## config.mk

```make
export PLATFORM = sky130hd
export DESIGN_NAME = unified_mem_arbiter
export DESIGN_NICKNAME = d
export VERILOG_FILES = /design/src/rtl/mem_arb_pkg.sv /design/src/rtl/unified_mem_arbiter_starve.sv /design/src/rtl/unified_mem_arbiter.sv
export SDC_FILE = /design/constraint.sdc
export NUM_CORES = 1
export LEC_CHECK = 0
export CORE_ASPECT_RATIO = 0.5
export CORE_MARGIN = 4
export CORE_UTILIZATION = 34
export DETAILED_ROUTE_END_ITERATION = 8
export PLACE_DENSITY = 0.9
export RECOVER_POWER = 100
export SYNTH_ARGS = -nofsm -noshare
export SYNTH_HDL_FRONTEND = slang
export SYNTH_SLANG_ARGS = --single-unit
export TNS_END_PERCENT = 5
```

## constraint.sdc

```tcl
create_clock -name clk -period 3.7 [get_ports clk]
set_clock_uncertainty 0.2 [all_clocks]
set_input_delay 0.74 -clock clk [delete_from_list [all_inputs] [get_ports clk]]
set_output_delay 0.74 -clock clk [all_outputs]
set_load 0.02 [all_outputs]
```

## src/rtl/mem_arb_pkg.sv

```systemverilog
// Shared types and sizing for the unified instruction/data memory arbiter.
package mem_arb_pkg;

    localparam int unsigned ADDR_W     = 9;
    localparam int unsigned DATA_W     = 32;
    localparam int unsigned BE_W       = DATA_W / 8;
    localparam int unsigned MEM_LAT    = 2;
    localparam int unsigned STARVE_MAX = 4;
    localparam int unsigned LAT_W      = $clog2(MEM_LAT + 1);

    typedef enum logic [1:0] {
        ARB_IDLE  = 2'd0,
        ARB_IF    = 2'd1,
        ARB_DM_RD = 2'd2,
        ARB_DM_WR = 2'd3
    } arb_state_t;

    typedef struct packed {
        logic              we;
        logic [ADDR_W-1:0] addr;
        logic [DATA_W-1:0] wdata;
        logic [BE_W-1:0]   be;
    } mem_req_t;

endpackage

```

## src/rtl/unified_mem_arbiter_starve.sv

```systemverilog
// Saturating count of data grants made while a fetch was waiting.
module arb_starve_ctr #(
    parameter int unsigned MAX = 4
) (
    input  logic clk,
    input  logic reset,
    input  logic inc,
    input  logic clr,
    output logic at_max
);

    localparam int unsigned W = $clog2(MAX + 1);

    logic [W-1:0] count;

    // Clear wins over increment; increment stops at MAX.
    always_ff @(posedge clk) begin
        if (reset || clr) begin
            count <= '0;
        end else if (inc && (count != W'(MAX))) begin
            count <= count + W'(1);
        end
    end

    assign at_max = (count == W'(MAX));

endmodule

```

## src/rtl/unified_mem_arbiter.sv

```systemverilog
// Arbitrates one fixed-latency single-port memory between fetch and load/store.
module unified_mem_arbiter
    import mem_arb_pkg::*;
(
    input  logic              clk,
    input  logic              reset,
    input  logic              if_req,
    input  logic [ADDR_W-1:0] if_addr,
    input  logic              if_kill,
    output logic              if_valid,
    output logic [DATA_W-1:0] if_rdata,
    output logic              if_stall,
    input  logic              dm_req,
    input  logic              dm_we,
    input  logic [ADDR_W-1:0] dm_addr,
    input  logic [DATA_W-1:0] dm_wdata,
    input  logic [BE_W-1:0]   dm_be,
    output logic              dm_valid,
    output logic [DATA_W-1:0] dm_rdata,
    output logic              dm_stall,
    output logic              mem_en,
    output logic              mem_we,
    output logic [ADDR_W-1:0] mem_addr,
    output logic [DATA_W-1:0] mem_wdata,
    output logic [BE_W-1:0]   mem_be,
    input  logic [DATA_W-1:0] mem_rdata
);

    arb_state_t        state;
    arb_state_t        state_next;
    logic              grant_if;
    logic              grant_dm;
    logic              starve_at_max;
    logic [LAT_W-1:0]  lat_cnt;
    logic              killed;
    logic              done;
    mem_req_t          req_sel;

    assign done = (lat_cnt == '0);

    arb_starve_ctr #(
        .MAX (STARVE_MAX)
    ) u_starve (
        .clk    (clk),
        .reset  (reset),
        .inc    (grant_dm & if_req),
        .clr    (grant_if),
        .at_max (starve_at_max)
    );

    // State register.
    always_ff @(posedge clk) begin
        if (reset) begin
            state <= ARB_IDLE;
        end else begin
            state <= state_next;
        end
    end

    // Arbitration in idle; every access state returns to idle once its count expires.
    always_comb begin
        state_next = state;
        grant_if   = 1'b0;
        grant_dm   = 1'b0;
        case (state)
            ARB_IDLE: begin
                if (dm_req && (!starve_at_max || !if_req)) begin
                    grant_dm   = 1'b1;
                    state_next = dm_we ? ARB_DM_WR : ARB_DM_RD;
                end else if (if_req) begin
                    grant_if   = 1'b1;
                    state_next = ARB_IF;
                end
            end
            ARB_IF, ARB_DM_RD, ARB_DM_WR: begin
                if (done) begin
                    state_next = ARB_IDLE;
                end
            end
            default: state_next = ARB_IDLE;
        endcase
    end

    // Payload of the winning request; reads drive all byte enables.
    always_comb begin
        req_sel = '0;
        if (grant_dm) begin
            req_sel.we    = dm_we;
            req_sel.addr  = dm_addr;
            req_sel.wdata = dm_we ? dm_wdata : '0;
            req_sel.be    = dm_we ? dm_be : '1;
        end else if (grant_if) begin
            req_sel.addr  = if_addr;
            req_sel.be    = '1;
        end
    end

    // Registered memory strobe, latency counter and fetch-kill flag.
    always_ff @(posedge clk) begin
        if (reset) begin
            mem_en    <= 1'b0;
            mem_we    <= 1'b0;
            mem_addr  <= '0;
            mem_wdata <= '0;
            mem_be    <= '0;
            lat_cnt   <= '0;
            killed    <= 1'b0;
        end else begin
            mem_en    <= grant_if | grant_dm;
            mem_we    <= req_sel.we;
            mem_addr  <= req_sel.addr;
            mem_wdata <= req_sel.wdata;
            mem_be    <= req_sel.be;
            if (grant_dm && dm_we) begin
                lat_cnt <= LAT_W'(1);
            end else if (grant_if || grant_dm) begin
                lat_cnt <= LAT_W'(MEM_LAT);
            end else if (!done) begin
                lat_cnt <= lat_cnt - LAT_W'(1);
            end
            if (grant_if) begin
                killed <= 1'b0;
            end else if ((state == ARB_IF) && if_kill) begin
                killed <= 1'b1;
            end
        end
    end

    // Completion pulses and read-data steering to the owning port.
    always_comb begin
        if_valid = 1'b0;
        if_rdata = '0;
        dm_valid = 1'b0;
        dm_rdata = '0;
        if (!reset && done) begin
            case (state)
                ARB_IF: begin
                    if (!killed && !if_kill) begin
                        if_valid = 1'b1;
                        if_rdata = mem_rdata;
                    end
                end
                ARB_DM_RD: begin
                    dm_valid = 1'b1;
                    dm_rdata = mem_rdata;
                end
                ARB_DM_WR: dm_valid = 1'b1;
                default: ;
            endcase
        end
    end

    assign if_stall = if_req & ~if_valid;
    assign dm_stall = dm_req & ~dm_valid;

endmodule

```

Yosys cells after proc, flatten, opt, wreduce, memory -nomap -nowiden

Cells that the tools add are included.

Flip-flop bits (word level): 55
Input port bits: 92
Output and inout port bits: 115

Add/subtract/negate cells: 2
Eq/ne operators: 9
Mux-type cells: 28
Bitwise operators: 8
Reductions and logical operators: 23

Operator list:

| kind                  | number |
|---|---|
| $mux W32              | 5 |
| $mux W9               | 2 |
| $mux W1               | 12 |
| $mux W4               | 3 |
| $mux W2               | 5 |
| $reduce_or A2 Y1      | 4 |
| $logic_and A1 B1 Y1   | 6 |
| $ne A3 B3 Y1 const B  | 2 |
| $reduce_or A3 Y1      | 2 |
| $logic_not A1 Y1      | 5 |
| $eq A2 B2 Y1 const B  | 2 |
| $logic_not A2 Y1      | 2 |
| $not A1 Y1            | 4 |
| $pmux W2 S2           | 1 |
| $add A3 B1 Y3 const B | 1 |
| $and A1 B1 Y1         | 3 |
| $eq A3 B3 Y1 const B  | 1 |
| $logic_or A1 B1 Y1    | 3 |
| $ne A3 B1 Y1 const B  | 1 |
| $eq A2 B1 Y1 const B  | 1 |
| $ne A2 B1 Y1 const B  | 1 |
| $ne A2 B2 Y1 const B  | 1 |
| $reduce_and A2 Y1     | 1 |
| $sub A2 B1 Y2 const B | 1 |
| $or A1 B1 Y1          | 1 |

Longest topological paths before layout

Gate-level depths: netlist of run 1.

Word-level depth: 9
Depth in mapped cells: 7
Mapped depth without buffers: 5

Modules after synthesis

Synthesis of run 1 repeated with hierarchy kept, for this count alone.

Cells, all modules: 232
Area, all modules: 2294.7 µm²

Modules (own cells, without submodules):

| module              | instances | cells an instance | area each (µm²) | sequential area each (µm²) |
|---|---|---|---|---|
| unified_mem_arbiter | 1         | 214               | 2107.0          | 1041.0 |
| arb_starve_ctr      | 1         | 18                | 187.7           | 60.1 |

Least setup slack after synthesis of run 1

Ideal clock, no wire load.

Path kind: input-to-output
Start: in reset
End: out if_rdata[22]
Arrival time: 1.752 ns
Data required time: 2.760 ns
Setup slack: 1.008 ns
Stages on the path: 6
Path buffers: 3
Cells stage by stage: buf_2 nor4b_2 and3_1 buf_4 buf_4 and2_1

Cells in the longest elaborated chain, start to end: 3

RTL lines:

| what                | line                       | text |
|---|---|---|
| start, declared     | unified_mem_arbiter.sv:6   | `input logic reset,` |
| $logic_not A1 Y1    | unified_mem_arbiter.sv:135 | `if (!reset && done) begin` |
| $logic_and A1 B1 Y1 | unified_mem_arbiter.sv:135 |  |
| $mux W32            | unified_mem_arbiter.sv:135 |  |
| end, declared       | unified_mem_arbiter.sv:11  | `output logic [DATA_W-1:0] if_rdata,` |

Every way passes these cells.

Worst setup path in the final report of run 1

Start: in if_kill
End: out if_rdata[27]

Cells in the longest elaborated chain, start to end: 5

RTL lines:

| what                | line                       | text |
|---|---|---|
| start, declared     | unified_mem_arbiter.sv:9   | `input logic if_kill,` |
| $logic_not A1 Y1    | unified_mem_arbiter.sv:138 | `if (!killed && !if_kill) begin` |
| $logic_and A1 B1 Y1 | unified_mem_arbiter.sv:138 |  |
| $mux W32            | unified_mem_arbiter.sv:138 |  |
| $mux W32            | unified_mem_arbiter.sv:136 | `case (state)` |
| $mux W32            | unified_mem_arbiter.sv:135 |  |

Every way passes these cells.

==> flow_summary.yaml, run 1 <==
global_route:
  initial_antenna_violation_count: 0
  grt_first_pass_wirelength_mm: 12.5
  grt_use_total: 0.188
  grt_pass1_vias: 2364
  grt_overflow: 0
  grt_max_degree: 35
synth:
  edff_count_synth: 0
  avgSynthCellArea_um2: 9.38
  synth_top_area_share: 0.470
  synth_top_cells_by_count: "and2_1 (97), dfxtp_1 (55), inv_1 (16)"
  mappedNetlistArea_um2: 2340
  synthArstFlopShare: 0
  yosysWarningCount: 0
  post-synth-top-count-cell: "and2_1"
  synth.top_cells.by_area: "dfxtp_1 (47%), and2_1 (26%), o32ai_1 (3.4%), nand2b_1 (2.9%), inv_1 (2.6%)"
  synth_cell_types: 36
  synth_cells: 250
  netlist.top_cell.by_area: "dfxtp_1"
  synth_seq_cells: 55
  synth_ff_type: "dfxtp_1"
  postSynthNetCount: 345
  synth_sequential_area_ratio: 0.470
floorplan:
  num_io_pins: 207
  core-area_um2: 6700
  die_w_um: 125
  die-height_um: 66.7
  initial_core_utilization: 0.350
  floorplan.die_area_um2: 8370
  core.rowCount: 21
timing:
  fin_hold_ws_ns: 0.280
  finalCritPeriodShare: 0.960
  fin_tns_setup_ns: 0
  grt_setup_unrepaired: "false"
  finalSetupViolations: 0
  maxClockFrequency_mhz: 281
  hold_viol: 0
  timing_worst_slew_pin_value_ns: 1.07
  final-max-slew-violation-count: 0
  slew_headroom: 0.284
  min_period_ns: 3.55
clocking:
  worstSkewPairLatency_ns: 0.29
  cts-hold-fix-buffers: 0
  ctsResizeCount: 0
  cts_setup_buffers: 0
  clkSinkCount: 55
  clock-root-buffer: "clkbuf_16"
  cts_made_buffers: 5
  tritoncts: "done"
  cts-htree-levels: 2
  buffer_levels_on_the_longest_clock_path: 2
  cts.reportedPaths.clkPinSlew_ns: 0.07
routing:
  via_per_inst: 4.47
  routed_wirelength_mm: 8.18
  initialDrtViolationCount: 99
  postRouteAntennaNets: 0
  routedWlPerCell_um: 15.0
  drt_first_pass_iters: 4
  via_count: 2437
  drc_errors: 0
worst_setup_path:
  endpoint_kind: "primary output"
  worst_path_most_repeated_cell: "clkdlybuf4s50_1"
  criticalPathCategory: "in -> out"
  worst-path-max-fanout: 34
  worst_r2r_endpoint: "mem_wdata[31]$_SDFF_PP0_"
  worst-r2r-setup-slack_ns: 1.35
  worst_path_arrival_ns: 2.61
  critical-path-max-stage-delay_ns: 0.60
  critPathRequiredTime_ns: 2.76
  start_kind: "input port"
  reg2reg_depth: 4
  worst_path_max_delay_cell: "clkdlybuf4s50_1"
  path_cells: "clkdlybuf4s50_1 > nor4b_2 > and3_1 > buf_12 > and2_0 > clkdlybuf4s50_1"
  worst_r2r_startpoint: "state[0]$_SDFFE_PP0P_"
  crit_start: "if_kill"
  worst_setup_path_endpoint: "if_rdata[27]"
min_path:
  holdCritPathClass: "reg -> reg"
  hp-start: "u_starve.count[1]$_SDFFE_PP0P_"
finish:
  final_nets: 547
  synthToLayoutAreaGrowth_pct: 94.6
  final_layout_size_suffix_gt1_frac: 0.0375
  finished_core_util: 0.681
  antenna_cells_inserted: 0
pwr:
  vdd_ir_drop_max_mv: 0.251
  cellPowerDensity_nw_per_um2: 340
  total_leakage_power_nw: 2.04
  total_power_mw: 1.55
placed_design:
  place.port_buffers: 206
  detailed_place_hpwl_mm: 6.54
  final_replace_weighted_congestion: 0.818
run_status:
  status: "finished clean"
run:
  maxcap_viol_count: 0
area by class of cell:
class	instances	area (um^2)
clock inverter	3	47.5
inverter	16	60.1
tap	92	115
fill	503	2140
clock buffer	5	125
multi-input combinational	164	1090
timing repair buffer	210	2020
sequential	55	1100
layout by cell type, fill, tap and decap left out, types with 4 or more instances in the layout:
cell and count:
clkdlybuf4s50_1 107, o32ai_1 9, clkbuf_1 16, inv_1 16
and2_1 75, dlygate4sd3_1 83, nand2b_1 11, o21a_1 4
dfxtp_1 55, clkbuf_16 5, nor3_1 4, and2_0 22
worst min path at each step:
| stage | endpoint | slack [ns] | cells past startpoint |
|---|---|---|---|
| after floorplan | u_starve.count[1]$_SDFFE_PP0P_ | 0.25 | 2 |
| after global placement | u_starve.count[1]$_SDFFE_PP0P_ | 0.26 | 2 |
| after detailed placement | u_starve.count[1]$_SDFFE_PP0P_ | 0.27 | 2 |
| after CTS | u_starve.count[1]$_SDFFE_PP0P_ | 0.28 | 2 |
| after global routing | u_starve.count[1]$_SDFFE_PP0P_ | 0.32 | 2 |
| final | u_starve.count[1]$_SDFFE_PP0P_ | 0.28 | 2 |
critical path, delay by kind of cell:
family                 cells  cell delay, ns
buffers and inverters      3            1.22
AND/OR/NAND/NOR            3            0.64
routing by layer:
metal  global-route usage  vias up  part of all wire
met1                0.201     1110              0.39
met2                0.366      102              0.54
met3               0.0488       18             0.052
met4               0.0649        0             0.021
li1                     -     1207                 -
met5                    0        -                 0
through the flow:
step                std cells  setup WS [ns]  cell area (um^2)
floorplan                 250           1.01              2340
global placement          537         0.0999              4490
detailed placement        537         0.0605              4490
CTS                       545         0.0429              4660
global route              545         0.0597              4560
finish                    545          0.147              4560
flip-flops by register name (all words and copies together) (netlist names):
signal / count
mem_wdata: 32
mem_addr: 9
mem_be: 4
u_starve.count: 3
lat_cnt: 2
state: 2
killed: 1
mem_en: 1
mem_we: 1
power by group:
group          switching [mW]  internal, mW
clock                   0.215         0.323
sequential             0.0179         0.627
combinational           0.169         0.201
kinds of logic (layout without fill, tap and decap cells):
logic type               count (synthesis)  in the layout  share of synthesized area
AND/OR/NAND/NOR                        135            135                      0.364
flip-flops                              55             55                      0.470
buffers and inverters                   31            234                     0.0640
AO/OA/AOI/OAI                           24             24                     0.0779
adder cells (fa/ha/maj)                  3              3                     0.0160
XOR/XNOR                                 1              1                    0.00374
multiplexers                             1              1                    0.00427
Note: power is estimated with default switching activity, not from simulation.
==> run 2: changes to the inputs <==
--- a/config.mk
+++ b/config.mk
@@ -11,6 +11,7 @@
 export DETAILED_ROUTE_END_ITERATION = 8
 export PLACE_DENSITY = 0.9
 export RECOVER_POWER = 100
+export SKIP_LAST_GASP = 1
 export SYNTH_ARGS = -nofsm -noshare
 export SYNTH_HDL_FRONTEND = slang
 export SYNTH_SLANG_ARGS = --single-unit
==> run 2 against run 1 <==
  * Clock power hardly changed
  * Critical endpoint is now if_rdata[2]
  * Cell count stayed put
  * Critical path type unchanged
  * Largest power group unchanged
  * Critical path depth stayed put
==> flow_summary.yaml, run 2 (same netlist as run 1, synthesis figures left out) <==
clocking:
  cts_setup_buffers: 0
  cts_made_buffers: 5
  worstSkewPairLatency_ns: 0.29
  cts.reportedPaths.clkPinSlew_ns: 0.07
  clkSinkCount: 55
  cts-hold-fix-buffers: 0
  tritoncts: "done"
  clock-root-buffer: "clkbuf_16"
  cts-htree-levels: 2
  buffer_levels_on_the_longest_clock_path: 2
placed_design:
  place.port_buffers: 206
  final_replace_weighted_congestion: 0.818
  detailed_place_hpwl_mm: 6.54
  dpl_worst_slack_ns: 0.0605
finish:
  highest_count_cells_in_the_layout_ignoring_fill_and_taps: "clkdlybuf4s50_1 (199), and2_1 (97), dfxtp_1 (55)"
  final_nets: 547
  flip_flop_count_of_the_largest_register_after_layout: 32
  fill_cell_count: 480
  register_area_um2: 1100
  final_layout_size_suffix_gt1_frac: 0.0419
  synthToLayoutAreaGrowth_pct: 99.0
  largest_registers: "mem_wdata (32), mem_addr (9), mem_be (4)"
  largest_register: "mem_wdata"
  antenna_cells_inserted: 0
  multi_input_comb_area_um2: 1100
  leading_cell_type_in_the_layout_fill_and_taps_excluded: "clkdlybuf4s50_1"
worst_setup_path:
  critical-path-max-stage-delay_ns: 0.61
  criticalPathCategory: "in -> out"
  worst-path-max-fanout: 34
  start_kind: "input port"
  path_cells: "clkdlybuf4s50_1 > nor4b_2 > and3_1 > buf_12 > and2_1 > clkdlybuf4s50_1"
  worst_path_most_repeated_cell: "clkdlybuf4s50_1"
  crit_start: "reset"
  worst_path_max_delay_cell: "clkdlybuf4s50_1"
  critPathRequiredTime_ns: 2.76
  worst_path_arrival_ns: 2.71
  endpoint_kind: "primary output"
  worst_r2r_startpoint: "u_starve.count[0]$_SDFFE_PP0P_"
routing:
  via_count: 2422
  postRouteAntennaNets: 0
  initialDrtViolationCount: 100
  routedWlPerCell_um: 14.9
  drt_first_pass_iters: 4
  routed_wirelength_mm: 8.10
  drc_errors: 0
  via_per_inst: 4.44
pwr:
  total_switching_power_uw: 403
  power.switching_fraction: 0.256
  sequentialPowerShare: 0.411
  cellInternalPower_mw: 1.17
  vdd_ir_drop_max_mv: 0.252
  cellPowerDensity_nw_per_um2: 337
  clockPowerShare: 0.342
  part_of_the_total_power_dissipated_in_combinational_logic: 0.247
  total_power_mw: 1.57
  total_leakage_power_nw: 1.88
global_route:
  initial_antenna_violation_count: 0
  grt_use_met2: 0.366
  grt_first_pass_wirelength_mm: 12.5
  grt_use_total: 0.188
  grt.busiest_layer: "met2"
  gr-usage-met1: 0.201
  grt_pass1_vias: 2364
  grt_overflow: 0
  grt_max_degree: 35
  met3_usage_grt: 0.0488
run_status:
  status: "finished clean"
timing:
  grt_setup_unrepaired: "true"
  hold_viol: 0
  final-max-slew-violation-count: 0
  maxClockFrequency_mhz: 274
  finalCritPeriodShare: 0.986
  min_period_ns: 3.65
  final_critical_path_setup_slack_ns: 0.0512
  finalSetupViolations: 0
  timing_worst_slew_pin_value_ns: 0.591
  slew_headroom: 0.603
  fin_hold_ws_ns: 0.278
floorplan:
  floorplan.die_area_um2: 8370
  core.rowCount: 21
  initial_core_utilization: 0.350
  num_io_pins: 207
  die-height_um: 66.7
  core-area_um2: 6700
  die_w_um: 125
min_path:
  holdCritPathClass: "reg -> reg"
  hp-start: "u_starve.count[1]$_SDFFE_PP0P_"
run:
  maxcap_viol_count: 0
[run 2: cell types whose count changed in the layout (fill, tap and decap cells not counted)]
cell	delta
dlymetal6s2s_1	+1
and2_0	-22
nor3b_2	+1
dlygate4sd3_1	-78
nor3b_1	-1
buf_4	+1
clkbuf_1	-16
clkdlybuf4s50_1	+92
and2_1	+22
[run 2: power by group through the flow]
stage / Clock [mW] / Sequential (mW) / Combinational, mW
6_report: 0.538 / 0.647 / 0.389
5_1_grt: 0.573 / 0.651 / 0.418
4_1_cts: 0.550 / 0.647 / 0.393
3_5_place_dp: 0 / 0.660 / 0.389
3_3_place_gp: 0 / 0.658 / 0.381
2_1_floorplan: 0 / 0.687 / 0.144
[run 2: path summary, 6_finish.rpt]
path	end	slack, ns	cells after the start
worst min-delay path	u_starve.count[1]$_SDFFE_PP0P_	0.28	2
worst max register to register	mem_addr[6]$_SDFF_PP0_	1.84	5
worst max-delay path	if_rdata[2]	0.05	6
worst min register to register	u_starve.count[1]$_SDFFE_PP0P_	0.28	2
[run 2: metal layers]
layer  up-vias  wire, um
met5         -         0
li1       1206         -
met2        97      4410
met3        16       481
met1      1103      3030
met4         0       172
[run 2: critical path: cells and delay by family]
kind / cells / cell delay (ns)
AND/OR/NAND/NOR: 3 / 0.64
buffers and inverters: 3 / 1.32
[run 2: final cells by class]
type                            count  area share
Inverter                           16      0.0129
Multi-Input combinational cell    164       0.235
Clock inverter                      3      0.0102
Timing Repair Buffer              210       0.455
Tap cell                           92      0.0247
Sequential cell                    55       0.236
Clock buffer                        5      0.0268
[run 2: timing repair]
| item | in CTS | in global routing |
|---|---|---|
| endpoints found under the setup margin | 0 | 52 |
| gates resized for setup | 0 | 3 |
| hold endpoints to repair | 0 | 0 |
[run 2: stage by stage]
step	area, um^2	util	TNS [ns]	std cells
after floorplan	2340	-	0	250
after global placement	4490	0.670	0	537
after detailed placement	4490	0.670	0	537
after CTS	4660	0.695	0	545
after global routing	4670	0.697	-0.333	545
final	4670	0.697	0	545
